[src/rtl/mandelbrot_core_scheduler.sv]
// mandelbrot_core_scheduler
// Sequences one Mandelbrot frame over CORE_NUM iteration cores. Pixels are
// walked in raster order with c_re/c_im stepped incrementally, each pixel job
// is offered to a free core in round-robin order, and core results are
// arbitrated (separate round-robin pointer) onto the single frame-buffer write
// port.
// Ports:
//   clk, rst_n                 core clock, asynchronous active-low reset
//   start                      single-cycle frame request
//   center_re/center_im/scale  signed fixed-point frame parameters
//   max_iter                   iteration limit forwarded on job_max_iter
//   job_valid/job_ready        one-hot job offer / per-core accept
//   job_re/job_im/job_addr     shared job payload
//   res_valid/res_iter/res_addr/res_ack  per-core result handshake
//   wr_addr/wr_data/wr_en      frame buffer write side
//   busy, done                 frame in progress, frame-complete pulse
module mandelbrot_core_scheduler #(
  parameter int W        = 600,
  parameter int H        = 400,
  parameter int ADDR_W   = 19,
  parameter int CORE_NUM = 8,
  parameter int FP_W     = 32
) (
  input  logic                         clk,
  input  logic                         rst_n,
  input  logic                         start,
  input  logic signed [FP_W-1:0]       center_re,
  input  logic signed [FP_W-1:0]       center_im,
  input  logic signed [FP_W-1:0]       scale,
  input  logic [7:0]                   max_iter,
  output logic [CORE_NUM-1:0]          job_valid,
  input  logic [CORE_NUM-1:0]          job_ready,
  output logic signed [FP_W-1:0]       job_re,
  output logic signed [FP_W-1:0]       job_im,
  output logic [ADDR_W-1:0]            job_addr,
  output logic [7:0]                   job_max_iter,
  input  logic [CORE_NUM-1:0]          res_valid,
  input  logic [8*CORE_NUM-1:0]        res_iter,
  input  logic [ADDR_W*CORE_NUM-1:0]   res_addr,
  output logic [CORE_NUM-1:0]          res_ack,
  output logic [ADDR_W-1:0]            wr_addr,
  output logic [7:0]                   wr_data,
  output logic                         wr_en,
  output logic                         busy,
  output logic                         done
);

  localparam int IDX_W = (CORE_NUM > 1) ? $clog2(CORE_NUM) : 1;
  localparam int X_W   = (W > 1) ? $clog2(W) : 1;
  localparam int Y_W   = (H > 1) ? $clog2(H) : 1;
  localparam int TOTAL = W * H;
  localparam int CNT_W = $clog2(TOTAL + 1);

  localparam logic [CNT_W-1:0]       TOTAL_C    = CNT_W'(TOTAL);
  localparam logic [CNT_W-1:0]       LAST_JOB_C = CNT_W'(TOTAL - 1);
  localparam logic [X_W-1:0]         X_MAX_C    = X_W'(W - 1);
  localparam logic [Y_W-1:0]         Y_MAX_C    = Y_W'(H - 1);
  localparam logic [ADDR_W-1:0]      W_C        = ADDR_W'(W);
  localparam logic signed [FP_W-1:0] HALF_W_C   = FP_W'(W / 2);
  localparam logic signed [FP_W-1:0] HALF_H_C   = FP_W'(H / 2);
  localparam logic [IDX_W-1:0]       IDX_MAX_C  = IDX_W'(CORE_NUM - 1);
  localparam logic [CORE_NUM-1:0]    ONE_HOT_C  = {{(CORE_NUM-1){1'b0}}, 1'b1};

  typedef enum logic [2:0] {
    ST_IDLE     = 3'd0,
    ST_SETUP    = 3'd1,
    ST_DISPATCH = 3'd2,
    ST_DRAIN    = 3'd3,
    ST_DONE     = 3'd4
  } state_t;

  // First requester at or above ptr (with wrap); MSB flags that one was found.
  function automatic logic [IDX_W:0] rr_pick(input logic [CORE_NUM-1:0] req,
                                             input logic [IDX_W-1:0]    ptr);
    logic [IDX_W:0]   pick;
    logic [IDX_W-1:0] jj;
    int               j;
    pick = '0;
    // Scan farthest-first so the nearest requester overwrites the result.
    for (int i = CORE_NUM - 1; i >= 0; i--) begin
      j  = (int'(ptr) + i >= CORE_NUM) ? (int'(ptr) + i - CORE_NUM) : (int'(ptr) + i);
      jj = IDX_W'(j);
      if (req[jj]) pick = {1'b1, jj};
    end
    return pick;
  endfunction

  function automatic logic [IDX_W-1:0] idx_inc(input logic [IDX_W-1:0] idx);
    return (idx == IDX_MAX_C) ? '0 : idx + 1'b1;
  endfunction

  state_t                  state_r, state_next_s;
  logic signed [FP_W-1:0]  lat_re_r, lat_im_r, scale_r;
  logic [7:0]              max_iter_r;
  logic signed [FP_W-1:0]  row_re0_r, cur_re_r, cur_im_r;
  logic signed [FP_W-1:0]  setup_re0_s, setup_im_s;
  logic [X_W-1:0]          x_r;
  logic [Y_W-1:0]          y_r;
  logic [CNT_W-1:0]        disp_cnt_r, wr_cnt_r;
  logic [IDX_W-1:0]        job_rr_r, res_rr_r, job_idx_r;
  logic                    pending_r;
  logic [CORE_NUM-1:0]     job_valid_r, res_ack_r;
  logic signed [FP_W-1:0]  job_re_r, job_im_r;
  logic [ADDR_W-1:0]       job_addr_r, wr_addr_r;
  logic [7:0]              wr_data_r;
  logic                    wr_en_r, busy_r, done_r;
  logic                    busy_next_s, done_next_s, latch_s, arb_en_s, xfer_s;
  logic [IDX_W:0]          job_pick_s, arb_pick_s;
  logic [CORE_NUM-1:0]     arb_oh_s;
  logic [ADDR_W-1:0]       sel_addr_s;
  logic [7:0]              sel_iter_s;

  assign job_valid    = job_valid_r;
  assign job_re       = job_re_r;
  assign job_im       = job_im_r;
  assign job_addr     = job_addr_r;
  assign job_max_iter = max_iter_r;
  assign res_ack      = res_ack_r;
  assign wr_addr      = wr_addr_r;
  assign wr_data      = wr_data_r;
  assign wr_en        = wr_en_r;
  assign busy         = busy_r;
  assign done         = done_r;

  // FSM state register
  always_ff @(posedge clk or negedge rst_n) begin
    if (!rst_n) state_r <= ST_IDLE;
    else        state_r <= state_next_s;
  end

  // FSM next-state logic
  always_comb begin
    state_next_s = state_r;
    case (state_r)
      ST_IDLE:     if (start) state_next_s = ST_SETUP; else state_next_s = ST_IDLE;
      ST_SETUP:    state_next_s = ST_DISPATCH;
      ST_DISPATCH: if (xfer_s && (disp_cnt_r == LAST_JOB_C)) state_next_s = ST_DRAIN;
                   else state_next_s = ST_DISPATCH;
      ST_DRAIN:    if (wr_cnt_r == TOTAL_C) state_next_s = ST_DRAIN == ST_DRAIN ? ST_DONE : ST_DRAIN;
                   else state_next_s = ST_DRAIN;
      ST_DONE:     if (pending_r || start) state_next_s = ST_SETUP; else state_next_s = ST_IDLE;
      default:     state_next_s = ST_IDLE;
    endcase
  end

  // FSM outputs; busy/done are registered from the next state
  always_comb begin
    busy_next_s = (state_next_s == ST_SETUP) || (state_next_s == ST_DISPATCH) ||
                  (state_next_s == ST_DRAIN);
    done_next_s = (state_next_s == ST_DONE);
    // A rerun out of DONE samples the inputs present at that moment.
    latch_s     = ((state_r == ST_IDLE) && start) ||
                  ((state_r == ST_DONE) && (pending_r || start));
    arb_en_s    = (state_r == ST_DISPATCH) || (state_r == ST_DRAIN);
  end

  // Handshake decode, round-robin picks and result mux
  always_comb begin
    xfer_s      = |(job_valid_r & job_ready);
    job_pick_s  = rr_pick(job_ready, job_rr_r);
    // A core still sees its ack this cycle, so exclude it to avoid a double write.
    arb_pick_s  = rr_pick(res_valid & ~res_ack_r, res_rr_r);
    arb_oh_s    = arb_pick_s[IDX_W] ? (ONE_HOT_C << arb_pick_s[IDX_W-1:0]) : '0;
    setup_re0_s = lat_re_r - scale_r * HALF_W_C;
    setup_im_s  = lat_im_r + scale_r * HALF_H_C;
    sel_addr_s  = '0;
    sel_iter_s  = 8'd0;
    for (int i = 0; i < CORE_NUM; i++) begin
      sel_addr_s = sel_addr_s | (res_addr[i*ADDR_W +: ADDR_W] & {ADDR_W{arb_oh_s[i]}});
      sel_iter_s = sel_iter_s | (res_iter[i*8 +: 8] & {8{arb_oh_s[i]}});
    end
  end

  // Frame parameter capture, frozen for the frame in flight
  always_ff @(posedge clk or negedge rst_n) begin
    if (!rst_n) begin
      lat_re_r   <= '0;
      lat_im_r   <= '0;
      scale_r    <= '0;
      max_iter_r <= 8'd0;
    end else if (latch_s) begin
      lat_re_r   <= center_re;
      lat_im_r   <= center_im;
      scale_r    <= scale;
      max_iter_r <= max_iter;
    end
  end

  // Pixel walk and job offer
  always_ff @(posedge clk or negedge rst_n) begin
    if (!rst_n) begin
      row_re0_r   <= '0;
      cur_re_r    <= '0;
      cur_im_r    <= '0;
      x_r         <= '0;
      y_r         <= '0;
      disp_cnt_r  <= '0;
      job_rr_r    <= '0;
      job_idx_r   <= '0;
      job_valid_r <= '0;
      job_re_r    <= '0;
      job_im_r    <= '0;
      job_addr_r  <= '0;
    end else if (state_r == ST_SETUP) begin
      row_re0_r   <= setup_re0_s;
      cur_re_r    <= setup_re0_s;
      cur_im_r    <= setup_im_s;
      x_r         <= '0;
      y_r         <= '0;
      disp_cnt_r  <= '0;
      job_valid_r <= '0;
    end else if (state_r == ST_DISPATCH) begin
      if (xfer_s) begin
        job_valid_r <= '0;
        job_rr_r    <= idx_inc(job_idx_r);
        disp_cnt_r  <= disp_cnt_r + 1'b1;
        if (x_r == X_MAX_C) begin
          x_r      <= '0;
          y_r      <= (y_r == Y_MAX_C) ? '0 : y_r + 1'b1;
          cur_re_r <= row_re0_r;
          cur_im_r <= cur_im_r - scale_r;
        end else begin
          x_r      <= x_r + 1'b1;
          cur_re_r <= cur_re_r + scale_r;
        end
      end else if ((job_valid_r == '0) && job_pick_s[IDX_W]) begin
        job_valid_r <= ONE_HOT_C << job_pick_s[IDX_W-1:0];
        job_idx_r   <= job_pick_s[IDX_W-1:0];
        job_re_r    <= cur_re_r;
        job_im_r    <= cur_im_r;
        job_addr_r  <= ADDR_W'(y_r) * W_C + ADDR_W'(x_r);
      end else begin
        job_valid_r <= job_valid_r;
      end
    end else begin
      job_valid_r <= '0;
    end
  end

  // Result arbitration onto the frame-buffer write port
  always_ff @(posedge clk or negedge rst_n) begin
    if (!rst_n) begin
      res_ack_r <= '0;
      res_rr_r  <= '0;
      wr_en_r   <= 1'b0;
      wr_addr_r <= '0;
      wr_data_r <= 8'd0;
      wr_cnt_r  <= '0;
    end else if (arb_en_s && arb_pick_s[IDX_W]) begin
      res_ack_r <= arb_oh_s;
      res_rr_r  <= idx_inc(arb_pick_s[IDX_W-1:0]);
      wr_en_r   <= 1'b1;
      wr_addr_r <= sel_addr_s;
      wr_data_r <= sel_iter_s;
      wr_cnt_r  <= wr_cnt_r + 1'b1;
    end else begin
      res_ack_r <= '0;
      wr_en_r   <= 1'b0;
      if (state_r == ST_SETUP) wr_cnt_r <= '0;
      else                     wr_cnt_r <= wr_cnt_r;
    end
  end

  // Rerun request and status flags
  always_ff @(posedge clk or negedge rst_n) begin
    if (!rst_n) begin
      pending_r <= 1'b0;
      busy_r    <= 1'b0;
      done_r    <= 1'b0;
    end else begin
      if (state_r == ST_DONE)                 pending_r <= 1'b0;
      else if (start && (state_r != ST_IDLE)) pending_r <= 1'b1;
      else                                    pending_r <= pending_r;
      busy_r <= busy_next_s;
      done_r <= done_next_s;
    end
  end

endmodule

[config.mk]
export PLATFORM = sky130hd
export DESIGN_NAME = mandelbrot_core_scheduler
export DESIGN_NICKNAME = d
export VERILOG_FILES = /design/src/rtl/mandelbrot_core_scheduler.sv
export SDC_FILE = /design/constraint.sdc
export NUM_CORES = 1
export LEC_CHECK = 0
export CAP_MARGIN = 10
export CORE_MARGIN = 3
export CORE_UTILIZATION = 30
export CTS_CLUSTER_DIAMETER = 30
export DETAILED_ROUTE_END_ITERATION = 8
export MAX_ROUTING_LAYER = met4
export SYNTH_ARGS = -nofsm -noshare
export SYNTH_HDL_FRONTEND = slang
export SYNTH_SLANG_ARGS = --single-unit
[constraint.sdc]
create_clock -name clk -period 6.3 [get_ports clk]
set_clock_uncertainty 0.15 [all_clocks]
set_input_delay 1.26 -clock clk [delete_from_list [all_inputs] [get_ports clk]]
set_output_delay 1.26 -clock clk [all_outputs]
set_load 0.005 [all_outputs]
==> insert_results.sql <==
INSERT INTO impl_metrics (metric_group, metric, value, unit) VALUES
('synthesis', 'net_count_of_the_mapped_netlist', '4305', ''),
('grt', 'grt_antenna_before_repair', '4', ''),
('drt', 'post_drt_wl_per_cell', '19.09', 'um'),
('drt', 'drt_pre_antenna_iters', '5', ''),
('floorplan', 'io_pins', '476', ''),
('clock_network', 'clk_transition_reported_paths', '0.04', 'ns'),
('grt', 'grt_pass1_wl', '164700', 'um'),
('synthesis', 'yosysUniqueCellTypes', '90', ''),
('synthesis', 'netlist_area', '32000', 'um^2'),
('timing', 'timing.max_slew.rel_slack', '0.3349', ''),
('clock_network', 'clkSinkCount', '397', ''),
('worst_setup_path', 'timing.reg2reg.worst_path_depth', '23', ''),
('clock_network', 'tritoncts.num_buffers', '131', ''),
('hold_path', 'worstHoldPathCells', '2', ''),
('placed_design', 'numPortBuffers', '475', ''),
('synthesis', 'synth_top_area_share', '0.3104', ''),
('synthesis', 'synth_enable_flop_cells', '0', ''),
('synthesis', 'synth-async-reset-ratio', '1.000', ''),
('timing', 'report.final.slew_viol_count', '0', ''),
('synthesis', 'synthesis.yosys.warnings', '0', ''),
('final_layout', 'drive_gt1_frac', '0.1163', ''),
('flow_run', 'drv.max_cap_violation_count', '0', ''),
('synthesis', 'netlist_instances', '3567', ''),
('clock_network', 'tritoncts', 'yes', ''),
('timing', 'rsz0062_at_grt', 'true', ''),
('drt', 'via_count', '28468', ''),
('synthesis', 'synth_ff_type', 'sky130_fd_sc_hd__dfrtp_1', ''),
('drt', 'avgViaCountPerCell', '5.099', ''),
('hold_path', 'hold_path.class', 'register to register', ''),
('drt', 'drt_iter0_drc', '1833', ''),
('floorplan', 'floorplan.die.height', '332.6', 'um'),
('clock_network', 'cts.path.max_buffers', '3', ''),
('drt', 'drc', '0', ''),
('timing', 'min_period', '6.007', 'ns'),
('floorplan', 'fp.dieArea', '110600', 'um^2'),
('grt', 'number_of_global_route_vias_before_repair', '28362', ''),
('clock_network', 'cts_root_buf', 'sky130_fd_sc_hd__clkbuf_16', ''),
('final_layout', 'fill_cells', '10442', ''),
('clock_network', 'hold_buffers', '0', ''),
('worst_setup_path', 'startpoint_type', 'register', ''),
('worst_setup_path', 'worst-endpoint-arrival', '6.47', 'ns'),
('worst_setup_path', 'critPathCaptureType', 'register', ''),
('synthesis', 'synth_seq_area_share', '0.3104', ''),
('final_layout', 'synthToLayoutAreaGrowth', '34.61', '%'),
('synthesis', 'yosys-top-cells-count', 'sky130_fd_sc_hd__nand2_1, sky130_fd_sc_hd__dfrtp_1, sky130_fd_sc_hd__ha_1, sky130_fd_sc_hd__inv_1, sky130_fd_sc_hd__o21ai_0', ''),
('timing', 'finish_stage_setup_viols', '0', ''),
('synthesis', 'synth-seq-cells', '397', ''),
('grt', 'globalRoute.totalOverflow', '0', ''),
('timing', 'worst-slew-pin-transition', '0.9941', 'ns'),
('floorplan', 'initial_core_util', '0.3032', ''),
('timing', 'final_hold_viol_count', '0', ''),
('timing', 'max_freq', '166.5', 'MHz'),
('synthesis', 'syn-mean-instance-area', '8.972', 'um^2'),
('placed_design', 'place_inst', '5342', ''),
('floorplan', 'count_of_standard_cell_rows', '119', ''),
('floorplan', 'core_area', '105600', 'um^2'),
('synthesis', 'ranking_of_synthesized_cells_by_area', 'sky130_fd_sc_hd__dfrtp_1, sky130_fd_sc_hd__ha_1, sky130_fd_sc_hd__mux2_2', ''),
('floorplan', 'die_w', '332.6', 'um'),
('placed_design', 'gp_routability_congestion', '0.9246', ''),
('drt', 'routed_wl', '106600', 'um'),
('synthesis', 'synth.largest_area_cell', 'sky130_fd_sc_hd__dfrtp_1', ''),
('grt', 'grt_max_degree', '138', ''),
('timing', 'fin_crit_share', '0.9536', ''),
('worst_setup_path', 'crit_fanout', '6', ''),
('grt', 'track_usage', '0.1950', ''),
('final_layout', 'post_route_non_filler_standard_cell_count', '5583', ''),
('clock_network', 'ctsHtreeMaxLevel', '4', ''),
('worst_setup_path', 'worst_ep_required_time', '6.76', 'ns'),
('final_layout', 'post_layout_util', '0.4081', ''),
('placed_design', 'dp_hpwl', '81930', 'um'),
('final_layout', 'nets', '4823', ''),
('synthesis', 'synth_most_common_cell', 'sky130_fd_sc_hd__nand2_1', ''),
('clock_network', 'clk-insertion-delay-late', '0.72', 'ns'),
('drt', 'drt.antenna.violating_nets', '0', ''),
('worst_setup_path', 'timing_worst_setup_path_type', 'register to register', ''),
('run_status', 'status', 'complete, no violations', '');
-- metrics by stage --
step | worst slack [ns] | hold slack, ns | TNS (ns) | instance area, um^2
global route | -0.01080 | 0.3392 | -0.01080 | 43080
detailed placement | 0.1217 | 0.3125 | 0 | 38320
CTS | 0.08044 | 0.3232 | 0 | 42990
floorplan | 0.6636 | 0.2947 | 0 | 32000
finish | 0.2925 | 0.3210 | 0 | 43080
global placement | 0.1874 | 0.3077 | 0 | 38320
-- cells in the final DEF, fill, tap and decap left out, types with 11 or more instances in the layout --
| master | n |
|---|---|
| sky130_fd_sc_hd__fa_1 | 85 |
| sky130_fd_sc_hd__nor4_1 | 12 |
| sky130_fd_sc_hd__a221oi_1 | 31 |
| sky130_fd_sc_hd__buf_4 | 36 |
| sky130_fd_sc_hd__clkbuf_8 | 36 |
| sky130_fd_sc_hd__mux2i_1 | 29 |
| sky130_fd_sc_hd__o21a_1 | 44 |
| sky130_fd_sc_hd__nor3_1 | 57 |
| sky130_fd_sc_hd__clkdlybuf4s50_1 | 474 |
| sky130_fd_sc_hd__mux2_2 | 153 |
| sky130_fd_sc_hd__clkbuf_16 | 134 |
| sky130_fd_sc_hd__a211oi_1 | 43 |
| sky130_fd_sc_hd__xnor2_1 | 113 |
| sky130_fd_sc_hd__inv_1 | 314 |
| sky130_fd_sc_hd__clkinv_2 | 20 |
| sky130_fd_sc_hd__bufinv_16 | 13 |
| sky130_fd_sc_hd__nand3_1 | 77 |
| sky130_fd_sc_hd__nor2_1 | 195 |
| sky130_fd_sc_hd__o31ai_1 | 16 |
| sky130_fd_sc_hd__nor2b_1 | 34 |
| sky130_fd_sc_hd__dfrtp_1 | 393 |
| sky130_fd_sc_hd__clkbuf_1 | 19 |
| sky130_fd_sc_hd__or3_1 | 19 |
| sky130_fd_sc_hd__o211ai_1 | 30 |
| sky130_fd_sc_hd__a22o_1 | 11 |
| sky130_fd_sc_hd__a31oi_1 | 52 |
| sky130_fd_sc_hd__a21o_1 | 59 |
| sky130_fd_sc_hd__and3_1 | 43 |
| sky130_fd_sc_hd__and2_1 | 16 |
| sky130_fd_sc_hd__o31a_1 | 11 |
| sky130_fd_sc_hd__xor2_1 | 67 |
| sky130_fd_sc_hd__nand2_1 | 413 |
| sky130_fd_sc_hd__a22oi_1 | 58 |
| sky130_fd_sc_hd__mux4_2 | 14 |
| sky130_fd_sc_hd__a21oi_1 | 198 |
| sky130_fd_sc_hd__nand4_1 | 16 |
| sky130_fd_sc_hd__ha_1 | 311 |
| sky130_fd_sc_hd__nand2b_1 | 35 |
| sky130_fd_sc_hd__o21bai_1 | 19 |
| sky130_fd_sc_hd__o21ai_0 | 286 |
-- state kept, by name (all words and copies together), names as in the netlist, 32 cells and up --
name,flops
cur_im_r,32
lat_im_r,32
lat_re_r,32
cur_re_r,32
scale_r,32
row_re0_r,32
job_re,32
job_im,32
-- layer usage --
metal  part of all wire  vias to the layer above  GRT usage
met5                  0                        -          -
met4              0.033                        0    0.07101
met3              0.064                      205    0.05110
met2               0.49                      808     0.3236
met1               0.42                    13623     0.2271
li1                   -                    13832          -
-- path summary, 6_finish.rpt --
check	from	to	slack, ns
setup / recovery	scale_r[5]	cur_re_r[31]	0.29
hold / removal	row_re0_r[23]	row_re0_r[23]	0.32
setup reg to reg	scale_r[5]	cur_re_r[31]	0.29
hold reg to reg	row_re0_r[23]	row_re0_r[23]	0.32
max in group asynchronous	rst_n	job_addr[12]	4.12
min in group asynchronous	rst_n	lat_im_r[4]	0.47
-- what timing repair did --
item	CTS	global route
setup buffers	0	1
resized for setup	0	25
endpoints found under the setup margin	0	18
-- critical path, stage by stage (launching register included) --
cell	delay, ns
sky130_fd_sc_hd__dfrtp_2	0.46
sky130_fd_sc_hd__ha_1	0.32
sky130_fd_sc_hd__fa_1	0.55
sky130_fd_sc_hd__inv_1	0.06
sky130_fd_sc_hd__fa_1	0.55
sky130_fd_sc_hd__inv_1	0.05
sky130_fd_sc_hd__ha_1	0.38
sky130_fd_sc_hd__nand2_1	0.10
sky130_fd_sc_hd__nand3b_1	0.09
sky130_fd_sc_hd__o21ai_0	0.14
sky130_fd_sc_hd__nor2_1	0.24
sky130_fd_sc_hd__a21o_1	0.15
sky130_fd_sc_hd__a211oi_1	0.06
sky130_fd_sc_hd__a311o_1	0.35
sky130_fd_sc_hd__ha_2	0.39
sky130_fd_sc_hd__o21ai_0	0.11
sky130_fd_sc_hd__a21oi_1	0.21
sky130_fd_sc_hd__o21ai_0	0.20
sky130_fd_sc_hd__or2_2	0.33
sky130_fd_sc_hd__o41a_1	0.36
sky130_fd_sc_hd__o21ai_1	0.18
sky130_fd_sc_hd__xnor2_1	0.15
sky130_fd_sc_hd__xnor2_1	0.10
sky130_fd_sc_hd__a211oi_1	0.23
-- cells by family after synthesis --
group,share of synthesized area
muxes,0.07275
buffers and inverters,0.05524
DFF,0.3104
adders and majority gates,0.1759
and+or+nand+nor,0.1393
AOI/OAI and AO/OA,0.1966
xor gates and xnor gates,0.04977
-- layout make-up --
cell class | count | area, um^2 | share of cell area
Multi-Input combinational cell | 2722 | 20410 | 0.4737
Clock inverter | 48 | 745.7 | 0.01731
Inverter | 317 | 1190 | 0.02762
Antenna cell | 3 | 7.507 | 0.0001743
Clock buffer | 189 | 3920 | 0.09099
Timing Repair Buffer | 516 | 5130 | 0.1191
Sequential cell | 397 | 9940 | 0.2307
Tap cell | 1391 | 1740 | 0.04040
Power is not shown: default switching activity piles up to over one toggle a cycle in this logic, so the estimate is an artifact.
